### src/rtl/i2c_master_pkg.sv
// Shared I2C master definitions: transaction sequencer states, completion
// status codes and the transfer command codes driven by every stage controller.
package i2c_master_pkg;

  typedef enum logic [2:0] {
    SEQ_IDLE = 3'd0,
    SEQ_ADDR = 3'd1,
    SEQ_LOAD = 3'd2,
    SEQ_BYTE = 3'd3,
    SEQ_GAP  = 3'd4,
    SEQ_STOP = 3'd5,
    SEQ_DONE = 3'd6
  } seq_state_t;

  localparam logic [1:0] SEQ_ST_OK        = 2'd0;
  localparam logic [1:0] SEQ_ST_NACK_ADDR = 2'd1;
  localparam logic [1:0] SEQ_ST_NACK_DATA = 2'd2;
  localparam logic [1:0] SEQ_ST_TIMEOUT   = 2'd3;

  // Codes on the shared 4-tap transfer command bus.
  localparam logic [1:0] TRAS_CMD_START = 2'd0;
  localparam logic [1:0] TRAS_CMD_WRITE = 2'd1;
  localparam logic [1:0] TRAS_CMD_READ  = 2'd2;
  localparam logic [1:0] TRAS_CMD_STOP  = 2'd3;

endpackage

### src/rtl/i2c_trans_sequencer.sv
// Sequences one I2C transaction through the address, data byte and stop stage
// controllers, granting exactly one stage its exec level at a time.
module i2c_trans_sequencer
  import i2c_master_pkg::*;
#(
  parameter int ALEN      = 7,
  parameter int MAX_BYTES = 16,
  parameter int LW        = $clog2(MAX_BYTES + 1)
) (
  input  logic            clock,
  input  logic            rst,
  input  logic            req_vld,
  output logic            req_ready,
  input  logic [ALEN-1:0] req_addr,
  input  logic            req_rd,
  input  logic [LW-1:0]   req_len,
  input  logic [7:0]      wr_data,
  input  logic            wr_data_vld,
  output logic            wr_data_ready,
  output logic [7:0]      rd_data,
  output logic            rd_data_vld,
  output logic            done,
  output logic [1:0]      status,
  output logic            exec_addr,
  output logic [ALEN:0]   addr_word,
  input  logic            exec_addr_finish,
  input  logic            addr_ack,
  input  logic            addr_timeout,
  output logic            exec_byte,
  output logic            byte_rd,
  output logic            byte_last,
  output logic [7:0]      byte_wdata,
  input  logic            exec_byte_finish,
  input  logic [7:0]      byte_rdata,
  input  logic            byte_ack,
  input  logic            byte_timeout,
  output logic            exec_stop,
  input  logic            exec_stop_finish
);

  localparam logic [LW-1:0] MAX_LEN = LW'(MAX_BYTES);

  seq_state_t    state_r;
  logic          rd_r;
  logic [LW-1:0] len_r;
  logic [LW-1:0] byte_cnt_r;
  logic          last_s;

  // Flags the byte currently being sequenced as the final one of the transaction.
  always_comb begin
    last_s = (byte_cnt_r == (len_r - LW'(1)));
  end

  // Transaction state machine; every output is a register updated here.
  // Stage exec levels rise one cycle after their state is entered (the ADDR
  // grant is issued together with the accept) so consecutive grants are
  // always separated by a cycle with every exec low.
  always_ff @(posedge clock or posedge rst) begin
    if (rst) begin
      state_r       <= SEQ_IDLE;
      rd_r          <= 1'b0;
      len_r         <= '0;
      byte_cnt_r    <= '0;
      req_ready     <= 1'b0;
      wr_data_ready <= 1'b0;
      rd_data       <= 8'h00;
      rd_data_vld   <= 1'b0;
      done          <= 1'b0;
      status        <= SEQ_ST_OK;
      exec_addr     <= 1'b0;
      addr_word     <= '0;
      exec_byte     <= 1'b0;
      byte_rd       <= 1'b0;
      byte_last     <= 1'b0;
      byte_wdata    <= 8'h00;
      exec_stop     <= 1'b0;
    end else begin
      rd_data_vld <= 1'b0;
      done        <= 1'b0;
      case (state_r)
        SEQ_IDLE: begin
          if (req_vld && req_ready) begin
            req_ready  <= 1'b0;
            addr_word  <= {req_addr, req_rd};
            rd_r       <= req_rd;
            len_r      <= (req_len > MAX_LEN) ? MAX_LEN : req_len;
            byte_cnt_r <= '0;
            status     <= SEQ_ST_OK;
            exec_addr  <= 1'b1;
            state_r    <= SEQ_ADDR;
          end else begin
            req_ready <= 1'b1;
          end
        end
        SEQ_ADDR: begin
          if (exec_addr && exec_addr_finish) begin
            exec_addr <= 1'b0;
            if (addr_timeout) begin
              status  <= SEQ_ST_TIMEOUT;
              state_r <= SEQ_STOP;
            end else if (!addr_ack) begin
              status  <= SEQ_ST_NACK_ADDR;
              state_r <= SEQ_STOP;
            end else if (len_r == '0) begin
              state_r <= SEQ_STOP;
            end else if (rd_r) begin
              state_r <= SEQ_BYTE;
            end else begin
              state_r <= SEQ_LOAD;
            end
          end else begin
            exec_addr <= 1'b1;
          end
        end
        SEQ_LOAD: begin
          if (wr_data_ready && wr_data_vld) begin
            wr_data_ready <= 1'b0;
            byte_wdata    <= wr_data;
            state_r       <= SEQ_BYTE;
          end else begin
            wr_data_ready <= 1'b1;
          end
        end
        SEQ_BYTE: begin
          if (exec_byte && exec_byte_finish) begin
            exec_byte <= 1'b0;
            byte_rd   <= 1'b0;
            byte_last <= 1'b0;
            if (byte_timeout) begin
              status  <= SEQ_ST_TIMEOUT;
              state_r <= SEQ_STOP;
            end else if (!rd_r && !byte_ack) begin
              status  <= SEQ_ST_NACK_DATA;
              state_r <= SEQ_STOP;
            end else begin
              if (rd_r) begin
                rd_data     <= byte_rdata;
                rd_data_vld <= 1'b1;
              end
              byte_cnt_r <= byte_cnt_r + LW'(1);
              state_r    <= last_s ? SEQ_STOP : SEQ_GAP;
            end
          end else begin
            exec_byte <= 1'b1;
            byte_rd   <= rd_r;
            byte_last <= last_s;
          end
        end
        // Lets the byte stage see exec fall and clear its counters between bytes.
        SEQ_GAP: begin
          state_r <= rd_r ? SEQ_BYTE : SEQ_LOAD;
        end
        SEQ_STOP: begin
          if (exec_stop && exec_stop_finish) begin
            exec_stop <= 1'b0;
            state_r   <= SEQ_DONE;
          end else begin
            exec_stop <= 1'b1;
          end
        end
        SEQ_DONE: begin
          done    <= 1'b1;
          state_r <= SEQ_IDLE;
        end
        default: begin
          exec_addr     <= 1'b0;
          exec_byte     <= 1'b0;
          exec_stop     <= 1'b0;
          wr_data_ready <= 1'b0;
          state_r       <= SEQ_IDLE;
        end
      endcase
    end
  end

endmodule

### config.mk
export PLATFORM = sky130hd
export DESIGN_NAME = i2c_trans_sequencer
export DESIGN_NICKNAME = d
export VERILOG_FILES = /design/src/rtl/i2c_master_pkg.sv /design/src/rtl/i2c_trans_sequencer.sv
export SDC_FILE = /design/constraint.sdc
export NUM_CORES = 1
export LEC_CHECK = 0
export BUFFER_PORTS_ARGS = -buffer_cell sky130_fd_sc_hd__buf_2
export CORE_MARGIN = 1.5
export CORE_UTILIZATION = 49
export CTS_CLUSTER_SIZE = 12
export DETAILED_ROUTE_END_ITERATION = 7
export GPL_TIMING_DRIVEN = 0
export PLACE_DENSITY_LB_ADDON = 0.12
export SYNTH_ARGS = -nofsm -noshare
export SYNTH_HDL_FRONTEND = slang
export SYNTH_SLANG_ARGS = --single-unit
### constraint.sdc
create_clock -name clock -period 2.17 [get_ports clock]
set_clock_uncertainty 0.05 [all_clocks]
set_input_delay 0.217 -clock clock [delete_from_list [all_inputs] [get_ports clock]]
set_output_delay 0.217 -clock clock [all_outputs]
set_load 0.005 [all_outputs]
* After elaboration in Yosys (flattened, before gate mapping)
Index checks and enable logic that the tools add are counted.
Storage, ports and cells: output and inout port bits 35, logic and storage cells 107, register bits 49
Operators by class: $lt $le $gt $ge 1, bitwise operators 3, add/subtract/negate cells 2, mux-type cells 45, eq/ne operators 16, reduce and logical (&&, ||, !) cells 23
Operator list (number):
- $mux W5 | 5
- $mux W3 | 8
- $mux W1 | 18
- $pmux W3 S6 | 1
- $reduce_or A6 Y1 | 3
- $reduce_and A5 Y1 | 3
- $mux W2 | 7
- $ne A2 B2 Y1 const B | 7
- $pmux W5 S2 | 1
- $eq A3 B3 Y1 const B | 3
- $eq A3 B2 Y1 const B | 2
- $logic_and A1 B1 Y1 | 6
- $ne A3 B3 Y1 const B | 2
- $pmux W1 S2 | 3
- $pmux W2 S3 | 1
- $reduce_and A2 Y1 | 3
- $reduce_and A6 Y1 | 1
- $add A5 B1 Y5 const B | 1
- $eq A5 B5 Y1 | 1
- $gt A5 B5 Y1 const B | 1
- $logic_not A5 Y1 | 1
- $reduce_or A5 Y1 | 1
- $sub A5 B1 Y5 const B | 1
- $eq A3 B1 Y1 const B | 1
- 6 further kinds | 9

* Longest topological paths before layout
Gate-level depths: netlist (run 1).
word-level depth 7, gate-level depth with buffers 8, gate-level depth less buffers 6

* Worst setup path after synthesis (run 1)
Ideal clock, no wire load.
path kind register to register, from register state_r[2], to register rd_data[0], data arrival time 1594 ps, library setup time 125 ps, data required time 1995 ps, cell stages (with the launch flop) 5, setup slack 401 ps, buffers on the path 1, cell sequence dfrtp_1 -> buf_6 -> nand3b_2 -> nor4_4 -> mux2_2
Between the ends: cells in the longest elaborated chain, start to end 2
Ends and longest elaborated chain:
- start: declaration | RTL line i2c_trans_sequencer.sv:43 | seq_state_t state_r;
- start signal: assignment | RTL line i2c_trans_sequencer.sv:141 | state_r <= last_s ? SEQ_STOP : SEQ_GAP;
- start signal: assignment | RTL line i2c_trans_sequencer.sv:151 | state_r <= rd_r ? SEQ_BYTE : SEQ_LOAD;
- $eq A3 B2 Y1 | RTL line i2c_trans_sequencer.sv:80 | case (state_r)
- $reduce_and A5 Y1 (no line)
- end signal: assignment | RTL line i2c_trans_sequencer.sv:137 | rd_data <= byte_rdata;
- end: declaration | RTL line i2c_trans_sequencer.sv:20 | output logic [7:0] rd_data,
Every way passes these cells. A chain may end at the register's enable or synchronous reset.

* Worst setup path after layout (run 1)
from register state_r[2], to register rd_data[3]
The elaborated chain is that of the path after synthesis.

==> results of run 1 <==
synthesized netlist by cell type (all sizes together), types with 3 or more instances:
cell    instances
nand4           3
a21oi           3
o31ai           3
and3            3
nor3            3
o21ai           5
nand3b          5
nand2          38
buf             8
mux2           20
dfrtp          48
xnor2           4
a211oi          4
inv            11
nand3           3
nor2           11
sequential cells by signal, summed over array words and instances (netlist names), 2 cells and up:
| name | count |
|---|---|
| status | 2 |
| byte_cnt_r | 5 |
| byte_wdata | 8 |
| len_r | 5 |
| state_r | 3 |
| addr_word | 8 |
| rd_data | 8 |
kinds of logic after synthesis:
group	count (synthesis)	synth area share
DFF	48	0.5209
muxes	22	0.1064
adders and majority gates	2	0.01085
AOI/OAI and AO/OA	31	0.1031
and+or+nand+nor	78	0.1823
xor gates and xnor gates	7	0.03255
buffers and inverters	21	0.04395
per-stage QoR:
step | util | hold slack (ns) | setup slack [ns]
after CTS | 0.6441 | 0.04417 | 0.1525
after global placement | 0.6168 | 0.3578 | 0.09888
after detailed placement | 0.6213 | 0.1640 | 0.1749
after global routing | 0.6441 | 0.05602 | 0.001906
final | 0.6441 | 0.05281 | 0.1566
after floorplan | - | 0.2724 | 0.4011
metal layers:
layer | up-vias | wire length, um
met5 | - | 0
met3 | 2 | 354
li1 | 892 | -
met1 | 827 | 2255
met2 | 72 | 2200
met4 | 0 | 13
worst max-delay path: cells and delay by family (launching register included):
family	cells	cell delay, ns
simple gates	2	0.93
mux	1	0.40
flops	1	0.38
buf+inv	1	0.14
worst min path at each step:
stage	start	end	slack, ns
final	req_addr[6]	addr_word[7]	0.05
after global routing	req_addr[6]	addr_word[7]	0.06
after CTS	req_addr[1]	addr_word[2]	0.04
after detailed placement	rst	byte_wdata[5]	0.16
after global placement	req_addr[3]	addr_word[4]	0.36
after floorplan	req_addr[0]	addr_word[1]	0.27
area by class of cell:
class                      instances  area share
buffer                            10     0.02098
sequential                        48      0.4196
tap                               52     0.02273
clock buffer                       5     0.02404
inverter                          11     0.01442
timing repair buffer              76      0.1399
multi-input combinational        140      0.3505
clock inverter                     3    0.007867
where the power goes:
group	switching, mW	internal (mW)	total, mW
Combinational	0.795	0.822	1.62
Sequential	0.230	1.24	1.47
Clock	0.306	0.231	0.537
==> flow_results.xml, run 1 <==
<?xml version="1.0" encoding="UTF-8"?>
<metrics>
  <group name="status">
    <metric name="status" unit="">finished, violations left</metric>
    <metric name="violations" unit="">DRC</metric>
  </group>
  <group name="timing">
    <metric name="final-max-slew-violation-count" unit="">0</metric>
    <metric name="finalWorstPathRequiredPeriod" unit="ns">2.013</metric>
    <metric name="timing.max_slew.rel_slack" unit="">0.5799</metric>
    <metric name="final-hold-violation-count" unit="">0</metric>
    <metric name="share_of_the_cycle_needed_by_the_critical_path_after_routing" unit="">0.9278</metric>
    <metric name="timing_worst_slew_pin_value" unit="ns">0.6255</metric>
    <metric name="rsz0062_at_grt" unit="">false</metric>
    <metric name="final_setup_viols" unit="">0</metric>
    <metric name="final.setup.tns" unit="ns">0</metric>
    <metric name="upper_clock_frequency_limit" unit="GHz">0.4967</metric>
  </group>
  <group name="layout">
    <metric name="mostFrequentLayoutCell" unit="">buf_2</metric>
    <metric name="final_layout_size_suffix_gt1_frac" unit="">0.4096</metric>
    <metric name="layout.nets" unit="">334</metric>
    <metric name="postLayoutCellArea" unit="mm2">0.002863</metric>
    <metric name="seqCellArea" unit="mm2">0.001201</metric>
    <metric name="n_antenna_cell" unit="">0</metric>
    <metric name="final_cell_mix" unit="">77 x buf_2, 48 x dfrtp_1, 38 x nand2_1</metric>
    <metric name="synthToLayoutAreaGrowth" unit="%">24.15</metric>
    <metric name="instances_no_fill" unit="">345</metric>
    <metric name="multi_input_area" unit="mm2">0.001003</metric>
    <metric name="fillerInstances" unit="">396</metric>
  </group>
  <group name="global_routing">
    <metric name="gr-total-overflow" unit="">0</metric>
    <metric name="grt_busiest_layer" unit="">met2</metric>
    <metric name="first_global_vias" unit="">1741</metric>
    <metric name="antenna_found_initial" unit="">0</metric>
    <metric name="grt_max_degree" unit="">34</metric>
    <metric name="grtUsageMet2" unit="">0.3025</metric>
    <metric name="globalRouteMet3Util" unit="">0.04641</metric>
    <metric name="grt_pass1_wl" unit="mm">7.928</metric>
    <metric name="grt_util_all_layers" unit="">0.1959</metric>
    <metric name="met1_usage" unit="">0.2812</metric>
  </group>
  <group name="detailed_routing">
    <metric name="number_of_design_rule_violations_left_after_detail_routing" unit="">2</metric>
    <metric name="detail_route.wl_per_cell" unit="um">13.98</metric>
    <metric name="ant_nets" unit="">0</metric>
    <metric name="route.final.wire_length" unit="mm">4.824</metric>
    <metric name="detailroute.via_count" unit="">1793</metric>
    <metric name="initial_drt_pass_iterations" unit="">6</metric>
    <metric name="detailedRoute.firstIterationViolations" unit="">105</metric>
    <metric name="drt-vias-per-instance" unit="">5.197</metric>
  </group>
  <group name="yosys">
    <metric name="ys_seq_area_frac" unit="">0.5209</metric>
    <metric name="synthesis.instances" unit="">209</metric>
    <metric name="synth_top_area_share" unit="">0.5209</metric>
    <metric name="mean_instance_size_in_the_synthesized_netlist" unit="um2">11.03</metric>
    <metric name="synth-seq-cells" unit="">48</metric>
    <metric name="async_reset_ff_frac" unit="">1.000</metric>
    <metric name="synthesis.nets" unit="">251</metric>
    <metric name="number_of_enable_type_register_cells_in_the_synthesized_netlist" unit="">0</metric>
    <metric name="netlist.top_cell.by_area" unit="">dfrtp_1</metric>
    <metric name="prevailing_post_synth_register_cell" unit="">dfrtp_1</metric>
    <metric name="yosysWarningCount" unit="">0</metric>
    <metric name="synth_unique_cells" unit="">49</metric>
    <metric name="post_synth_main_area_contributors" unit="">dfrtp_1 52%, mux2_2 9.8%, nand2_1 6.2%</metric>
    <metric name="synthesis.area" unit="mm2">0.002306</metric>
  </group>
  <group name="clocking">
    <metric name="tritoncts" unit="">built</metric>
    <metric name="clkSinkCount" unit="">48</metric>
    <metric name="htree_levels" unit="">2</metric>
    <metric name="cts_setup_buffers" unit="">0</metric>
    <metric name="cts.hold.buffers_added" unit="">1</metric>
    <metric name="ctsLongestPathBuffers" unit="">2</metric>
    <metric name="cts.repair.resized" unit="">0</metric>
    <metric name="numCtsBuffers" unit="">5</metric>
    <metric name="worstSkewPairLatency" unit="ns">0.30</metric>
    <metric name="cts_root_buf" unit="">clkbuf_8</metric>
    <metric name="cts.reportedPaths.clkPinSlew" unit="ns">0.09</metric>
  </group>
  <group name="floorplanning">
    <metric name="core.rowCount" unit="">24</metric>
    <metric name="die_h" unit="um">71.60</metric>
    <metric name="ios" unit="">75</metric>
    <metric name="die_x" unit="um">71.60</metric>
    <metric name="core_area" unit="mm2">0.004444</metric>
    <metric name="design.die.area" unit="mm2">0.005127</metric>
    <metric name="effective_utilization_at_floorplan" unit="">0.5189</metric>
  </group>
  <group name="critical_path">
    <metric name="timing.critical_path.to_type" unit="">flip-flop</metric>
    <metric name="critical_path.reg2reg.endpoint" unit="">rd_data[3]</metric>
    <metric name="worstPathArrival" unit="ns">2.15</metric>
    <metric name="required" unit="ns">2.31</metric>
    <metric name="timing_worst_setup_path_type" unit="">reg2reg</metric>
    <metric name="critical_path.slowest_cell" unit="">nor4_4</metric>
    <metric name="worst-r2r-cell-count" unit="">4</metric>
    <metric name="timing.critical_path.slowest_cell_delay" unit="ns">0.60</metric>
    <metric name="worstReg2RegStart" unit="">state_r[2]</metric>
    <metric name="setup.reg_to_reg.worst_slack" unit="ns">0.16</metric>
    <metric name="cp-start-kind" unit="">flip-flop</metric>
    <metric name="worst_setup_path_endpoint" unit="">rd_data[3]</metric>
    <metric name="critical_path_source" unit="">state_r[2]</metric>
    <metric name="maximum_fanout_encountered_on_the_critical_timing_path" unit="">9</metric>
    <metric name="crit_path_cell_trace" unit="">buf_6, nand3b_2, nor4_4, mux2_2</metric>
  </group>
  <group name="hold_path">
    <metric name="whs_path_depth" unit="">3</metric>
    <metric name="min_path_type" unit="">in2reg</metric>
  </group>
  <group name="power_and_ir_drop">
    <metric name="power.density" unit="mW/mm2">1267</metric>
    <metric name="power.total" unit="mW">3.628</metric>
    <metric name="power.leakage" unit="nW">1.534</metric>
    <metric name="worst_ir_drop_vdd" unit="mV">0.6633</metric>
  </group>
  <group name="placement">
    <metric name="place.port_buffers" unit="">74</metric>
    <metric name="placed_area" unit="mm2">0.002761</metric>
    <metric name="global_placement_routability_congestion" unit="">0.9029</metric>
    <metric name="numPlacedInstances" unit="">336</metric>
    <metric name="dp.final_hpwl" unit="mm">3.643</metric>
  </group>
  <group name="run">
    <metric name="timing.max_cap.violations" unit="">0</metric>
  </group>
</metrics>
Note: power is estimated with default switching activity, not from simulation.
==> run 2, diff against run 1 <==
--- a/config.mk
+++ b/config.mk
@@ -11,7 +11,7 @@
 export CTS_CLUSTER_SIZE = 12
 export DETAILED_ROUTE_END_ITERATION = 7
 export GPL_TIMING_DRIVEN = 0
-export PLACE_DENSITY_LB_ADDON = 0.12
+export PLACE_DENSITY = 0.81
 export SYNTH_ARGS = -nofsm -noshare
 export SYNTH_HDL_FRONTEND = slang
 export SYNTH_SLANG_ARGS = --single-unit
==> flow_results.xml, run 2 (synthesis gave the netlist of run 1 again) <==
<?xml version="1.0" encoding="UTF-8"?>
<metrics>
  <group name="status">
    <metric name="status" unit="">finished, violations left</metric>
    <metric name="violations" unit="">DRC</metric>
  </group>
  <group name="power_and_ir_drop">
    <metric name="power.total" unit="mW">3.750</metric>
    <metric name="power.leakage" unit="nW">1.541</metric>
    <metric name="power.density" unit="mW/mm2">1297</metric>
    <metric name="worst_ir_drop_vdd" unit="mV">0.6861</metric>
  </group>
  <group name="floorplanning">
    <metric name="ios" unit="">75</metric>
    <metric name="design.die.area" unit="mm2">0.005127</metric>
    <metric name="core.rowCount" unit="">24</metric>
    <metric name="die_x" unit="um">71.60</metric>
    <metric name="effective_utilization_at_floorplan" unit="">0.5189</metric>
    <metric name="core_area" unit="mm2">0.004444</metric>
    <metric name="die_h" unit="um">71.60</metric>
  </group>
  <group name="layout">
    <metric name="final_cell_mix" unit="">77 x buf_2, 48 x dfrtp_1, 38 x nand2_1</metric>
    <metric name="multi_input_area" unit="mm2">0.001012</metric>
    <metric name="final_layout_size_suffix_gt1_frac" unit="">0.4096</metric>
    <metric name="biggestRegsByFlops" unit="">addr_word (8), byte_wdata (8), rd_data (8)</metric>
    <metric name="seqCellArea" unit="mm2">0.001201</metric>
    <metric name="n_antenna_cell" unit="">0</metric>
    <metric name="mostFrequentLayoutCell" unit="">buf_2</metric>
    <metric name="postLayoutCellArea" unit="mm2">0.002892</metric>
    <metric name="fillerInstances" unit="">363</metric>
    <metric name="synthToLayoutAreaGrowth" unit="%">25.39</metric>
    <metric name="layout.nets" unit="">334</metric>
  </group>
  <group name="clocking">
    <metric name="ctsLongestPathBuffers" unit="">2</metric>
    <metric name="worstSkewPairLatency" unit="ns">0.30</metric>
    <metric name="cts.reportedPaths.clkPinSlew" unit="ns">0.09</metric>
    <metric name="clkSinkCount" unit="">48</metric>
    <metric name="numCtsBuffers" unit="">5</metric>
    <metric name="tritoncts" unit="">built</metric>
    <metric name="cts_root_buf" unit="">clkbuf_8</metric>
    <metric name="htree_levels" unit="">2</metric>
    <metric name="cts_setup_buffers" unit="">0</metric>
  </group>
  <group name="detailed_routing">
    <metric name="ant_nets" unit="">0</metric>
    <metric name="initial_drt_pass_iterations" unit="">8</metric>
    <metric name="number_of_design_rule_violations_left_after_detail_routing" unit="">2</metric>
    <metric name="route.final.wire_length" unit="mm">4.892</metric>
    <metric name="drt-vias-per-instance" unit="">5.304</metric>
    <metric name="detailedRoute.firstIterationViolations" unit="">139</metric>
    <metric name="detail_route.wl_per_cell" unit="um">14.18</metric>
    <metric name="detailroute.via_count" unit="">1830</metric>
  </group>
  <group name="timing">
    <metric name="rsz0062_at_grt" unit="">false</metric>
    <metric name="final_setup_viols" unit="">0</metric>
    <metric name="timing.max_slew.rel_slack" unit="">0.5869</metric>
    <metric name="final-max-slew-violation-count" unit="">0</metric>
    <metric name="final-hold-violation-count" unit="">0</metric>
    <metric name="hold-worst-slack" unit="ns">0.05358</metric>
    <metric name="timing_worst_slew_pin_value" unit="ns">0.6150</metric>
    <metric name="finalWorstPathRequiredPeriod" unit="ns">2.026</metric>
    <metric name="share_of_the_cycle_needed_by_the_critical_path_after_routing" unit="">0.9335</metric>
    <metric name="upper_clock_frequency_limit" unit="GHz">0.4937</metric>
    <metric name="final.setup.tns" unit="ns">0</metric>
    <metric name="final_critical_path_setup_slack" unit="ns">0.1444</metric>
  </group>
  <group name="global_routing">
    <metric name="first_global_vias" unit="">1844</metric>
    <metric name="gr-total-overflow" unit="">0</metric>
    <metric name="antenna_found_initial" unit="">0</metric>
    <metric name="grt_pass1_wl" unit="mm">8.390</metric>
    <metric name="grt_max_degree" unit="">34</metric>
    <metric name="grt_util_all_layers" unit="">0.2099</metric>
  </group>
  <group name="critical_path">
    <metric name="timing.critical_path.slowest_cell_delay" unit="ns">0.60</metric>
    <metric name="timing_worst_setup_path_type" unit="">reg2reg</metric>
    <metric name="worstPathArrival" unit="ns">2.17</metric>
    <metric name="critPathTopFamily" unit="">simple AND/OR/NAND/NOR gates</metric>
    <metric name="crit_path_cell_trace" unit="">buf_6, nand3b_2, nor4_4, mux2_2</metric>
    <metric name="timing.critical_path.to_type" unit="">flip-flop</metric>
    <metric name="cp-start-kind" unit="">flip-flop</metric>
    <metric name="maximum_fanout_encountered_on_the_critical_timing_path" unit="">9</metric>
    <metric name="required" unit="ns">2.31</metric>
    <metric name="crit_buf_inv" unit="">1</metric>
    <metric name="critical_path.slowest_cell" unit="">nor4_4</metric>
  </group>
  <group name="placement">
    <metric name="placed_area" unit="mm2">0.002761</metric>
    <metric name="global_placement_routability_congestion" unit="">0.9538</metric>
    <metric name="place.port_buffers" unit="">74</metric>
    <metric name="place_ws" unit="ns">0.1696</metric>
    <metric name="dp.final_hpwl" unit="mm">3.660</metric>
  </group>
  <group name="run">
    <metric name="timing.max_cap.violations" unit="">0</metric>
  </group>
  <group name="hold_path">
    <metric name="min_path_type" unit="">in2reg</metric>
  </group>
</metrics>
-- run 2: worst paths after layout --
kind                               from      endpoint  slack [ns]  cells past startpoint
max in group asynchronous           rst     exec_stop        1.21                      4
min reg2reg                addr_word[3]  addr_word[3]        0.43                      2
max                          state_r[2]    rd_data[0]        0.14                      4
max reg2reg                  state_r[2]    rd_data[0]        0.14                      4
min in group asynchronous           rst    rd_data[2]        0.39                      3
min                         req_addr[1]  addr_word[2]        0.05                      3
-- run 2: worst min-delay path: cells and delay by family --
family	cells	cell delay (ns)
buffers and inverters	1	0.07
AND/OR/NAND/NOR	2	0.08
-- run 2: report_power, final --
part	internal, mW	switching, mW	total (mW)
logic	0.824	0.813	1.64
registers	1.24	0.228	1.47
clock network	0.341	0.299	0.640
total	2.41	1.34	3.75
-- run 2: what timing repair did --
item	CTS	global route
hold buffers	1	0
hold endpoints to repair	15	0
resized for setup	0	1
setup endpoints to repair	0	1
-- run 2: final cells by class --
class | count | share of cell area
repair buffers | 76 | 0.1385
well taps | 52 | 0.02250
inverters | 11 | 0.01428
clock buffers | 5 | 0.02380
flip-flops and latches | 48 | 0.4154
clock inverters | 3 | 0.01471
multi-input cells | 140 | 0.3501
plain buffers | 10 | 0.02077
-- run 2: stage by stage --
stage	util	std cells
floorplan	-	209
global placement	0.6168	335
detailed placement	0.6213	336
CTS	0.6486	345
global route	0.6506	345
finish	0.6506	345
-- run 2: layer usage --
metal  routed length, um  GRT usage  vias to the layer above
met2                2255     0.3282                       63
met4                  96    0.08595                        0
li1                    -          -                      897
met5                   0          0                        -
met3                 313    0.06329                       11
met1                2225     0.2741                      859
==> run 3, diff against run 2 <==
--- a/config.mk
+++ b/config.mk
@@ -11,7 +11,7 @@
 export CTS_CLUSTER_SIZE = 12
 export DETAILED_ROUTE_END_ITERATION = 7
 export GPL_TIMING_DRIVEN = 0
-export PLACE_DENSITY = 0.81
+export PLACE_DENSITY = 0.75
 export SYNTH_ARGS = -nofsm -noshare
 export SYNTH_HDL_FRONTEND = slang
 export SYNTH_SLANG_ARGS = --single-unit
==> flow_results.xml, run 3 (synthesis gave the netlist of run 1 again) <==
<?xml version="1.0" encoding="UTF-8"?>
<metrics>
  <group name="critical_path">
    <metric name="timing_worst_setup_path_type" unit="">reg2reg</metric>
    <metric name="worstReg2RegStart" unit="">state_r[2]</metric>
    <metric name="worstPathArrival" unit="ns">2.17</metric>
    <metric name="critical_path_source" unit="">state_r[2]</metric>
    <metric name="maximum_fanout_encountered_on_the_critical_timing_path" unit="">9</metric>
    <metric name="setup.reg_to_reg.worst_slack" unit="ns">0.16</metric>
    <metric name="critical_path.slowest_cell" unit="">nor4_4</metric>
    <metric name="required" unit="ns">2.32</metric>
    <metric name="timing.critical_path.slowest_cell_delay" unit="ns">0.60</metric>
    <metric name="crit_path_cell_trace" unit="">buf_6, nand3b_2, nor4_4, mux2_2</metric>
    <metric name="cp-start-kind" unit="">flip-flop</metric>
    <metric name="timing.critical_path.to_type" unit="">flip-flop</metric>
  </group>
  <group name="layout">
    <metric name="fillerInstances" unit="">387</metric>
    <metric name="biggestRegsByFlops" unit="">addr_word (8), byte_wdata (8), rd_data (8)</metric>
    <metric name="multi_input_area" unit="mm2">0.001003</metric>
    <metric name="n_antenna_cell" unit="">0</metric>
    <metric name="seqCellArea" unit="mm2">0.001201</metric>
    <metric name="final_layout_size_suffix_gt1_frac" unit="">0.4096</metric>
    <metric name="synthToLayoutAreaGrowth" unit="%">24.15</metric>
    <metric name="layout.nets" unit="">334</metric>
    <metric name="final_cell_mix" unit="">77 x buf_2, 48 x dfrtp_1, 38 x nand2_1</metric>
    <metric name="mostFrequentLayoutCell" unit="">buf_2</metric>
  </group>
  <group name="detailed_routing">
    <metric name="route.final.wire_length" unit="mm">4.930</metric>
    <metric name="ant_nets" unit="">0</metric>
    <metric name="detail_route.wl_per_cell" unit="um">14.29</metric>
    <metric name="drt-vias-per-instance" unit="">5.307</metric>
    <metric name="detailedRoute.firstIterationViolations" unit="">83</metric>
    <metric name="detailroute.via_count" unit="">1831</metric>
    <metric name="initial_drt_pass_iterations" unit="">6</metric>
    <metric name="number_of_design_rule_violations_left_after_detail_routing" unit="">0</metric>
  </group>
  <group name="global_routing">
    <metric name="grt_util_all_layers" unit="">0.2148</metric>
    <metric name="grt_pass1_wl" unit="mm">8.535</metric>
    <metric name="first_global_vias" unit="">1858</metric>
    <metric name="gr-total-overflow" unit="">0</metric>
    <metric name="grt_max_degree" unit="">30</metric>
    <metric name="antenna_found_initial" unit="">0</metric>
  </group>
  <group name="power_and_ir_drop">
    <metric name="power.leakage" unit="nW">1.534</metric>
    <metric name="worst_ir_drop_vdd" unit="mV">0.6075</metric>
    <metric name="power.density" unit="mW/mm2">1280</metric>
    <metric name="power.total" unit="mW">3.664</metric>
  </group>
  <group name="clocking">
    <metric name="clkSinkCount" unit="">48</metric>
    <metric name="numCtsBuffers" unit="">5</metric>
    <metric name="cts.reportedPaths.clkPinSlew" unit="ns">0.09</metric>
    <metric name="ctsLongestPathBuffers" unit="">2</metric>
    <metric name="worstSkewPairLatency" unit="ns">0.31</metric>
    <metric name="htree_levels" unit="">2</metric>
    <metric name="cts_root_buf" unit="">clkbuf_8</metric>
    <metric name="cts_setup_buffers" unit="">0</metric>
    <metric name="tritoncts" unit="">built</metric>
  </group>
  <group name="floorplanning">
    <metric name="design.die.area" unit="mm2">0.005127</metric>
    <metric name="die_x" unit="um">71.60</metric>
    <metric name="effective_utilization_at_floorplan" unit="">0.5189</metric>
    <metric name="ios" unit="">75</metric>
    <metric name="core.rowCount" unit="">24</metric>
    <metric name="die_h" unit="um">71.60</metric>
    <metric name="core_area" unit="mm2">0.004444</metric>
  </group>
  <group name="hold_path">
    <metric name="min_path_type" unit="">in2reg</metric>
    <metric name="worstHoldStart" unit="">req_addr[3]</metric>
  </group>
  <group name="timing">
    <metric name="share_of_the_cycle_needed_by_the_critical_path_after_routing" unit="">0.9277</metric>
    <metric name="final-max-slew-violation-count" unit="">0</metric>
    <metric name="timing.max_slew.rel_slack" unit="">0.5769</metric>
    <metric name="rsz0062_at_grt" unit="">false</metric>
    <metric name="upper_clock_frequency_limit" unit="GHz">0.4967</metric>
    <metric name="final-hold-violation-count" unit="">0</metric>
    <metric name="timing_worst_slew_pin_value" unit="ns">0.6300</metric>
    <metric name="final.setup.tns" unit="ns">0</metric>
    <metric name="final_setup_viols" unit="">0</metric>
    <metric name="finalWorstPathRequiredPeriod" unit="ns">2.013</metric>
  </group>
  <group name="status">
    <metric name="status" unit="">complete, no violations</metric>
  </group>
  <group name="placement">
    <metric name="dp.final_hpwl" unit="mm">3.733</metric>
    <metric name="place.port_buffers" unit="">74</metric>
    <metric name="global_placement_routability_congestion" unit="">0.8817</metric>
  </group>
  <group name="run">
    <metric name="timing.max_cap.violations" unit="">0</metric>
  </group>
</metrics>
run 3: where the power goes:
group / switching (mW) / internal, mW / leakage [nW]
Sequential: 0.231 / 1.24 / 0.620
Combinational: 0.813 / 0.822 / 0.866
Clock: 0.322 / 0.231 / 0.0485
run 3: worst paths after layout:
| kind | end | cells after the start |
|---|---|---|
| setup / recovery | rd_data[0] | 4 |
| hold / removal | addr_word[4] | 3 |
| setup reg to reg | rd_data[0] | 4 |
| hold reg to reg | addr_word[6] | 2 |
| max in group asynchronous | len_r[3] | 4 |
| min in group asynchronous | byte_wdata[3] | 3 |
run 3: area by class of cell:
class                      count  share of cell area
multi-input combinational    140              0.3505
clock inverter                 3            0.007867
inverter                      11             0.01442
timing repair buffer          76              0.1399
sequential                    48              0.4196
clock buffer                   5             0.02404
buffer                        10             0.02098
tap                           52             0.02273
run 3: per-stage QoR:
| step | cells | instance area [um2] | utilization | hold slack, ns | setup WS, ns |
|---|---|---|---|---|---|
| CTS | 345 | 2863 | 0.6441 | 0.03221 | 0.1295 |
| global route | 345 | 2863 | 0.6441 | 0.04648 | 0.02219 |
| floorplan | 209 | 2306 | - | 0.2724 | 0.4011 |
| global placement | 335 | 2741 | 0.6168 | 0.3567 | 0.1402 |
| finish | 345 | 2863 | 0.6441 | 0.04081 | 0.1569 |
| detailed placement | 336 | 2761 | 0.6213 | 0.2053 | 0.1325 |
run 3: worst max-delay path: cells and delay by family, from the launching register on:
| kind | cells | cell delay [ns] |
|---|---|---|
| buf+inv | 1 | 0.14 |
| simple gates | 2 | 0.92 |
| flops | 1 | 0.39 |
| mux | 1 | 0.41 |
run 3: per-layer routing:
metal	wire, um	track usage	vias up
li1	-	-	895
met1	2252	0.2896	870
met2	2349	0.3385	59
met3	245	0.04782	7
met4	82	0.08805	0
met5	0	0	-
run 3: timing repair:
| item | CTS | global route |
|---|---|---|
| hold buffers | 1 | 0 |
| resized for setup | 0 | 0 |
| hold endpoints to repair | 19 | 0 |
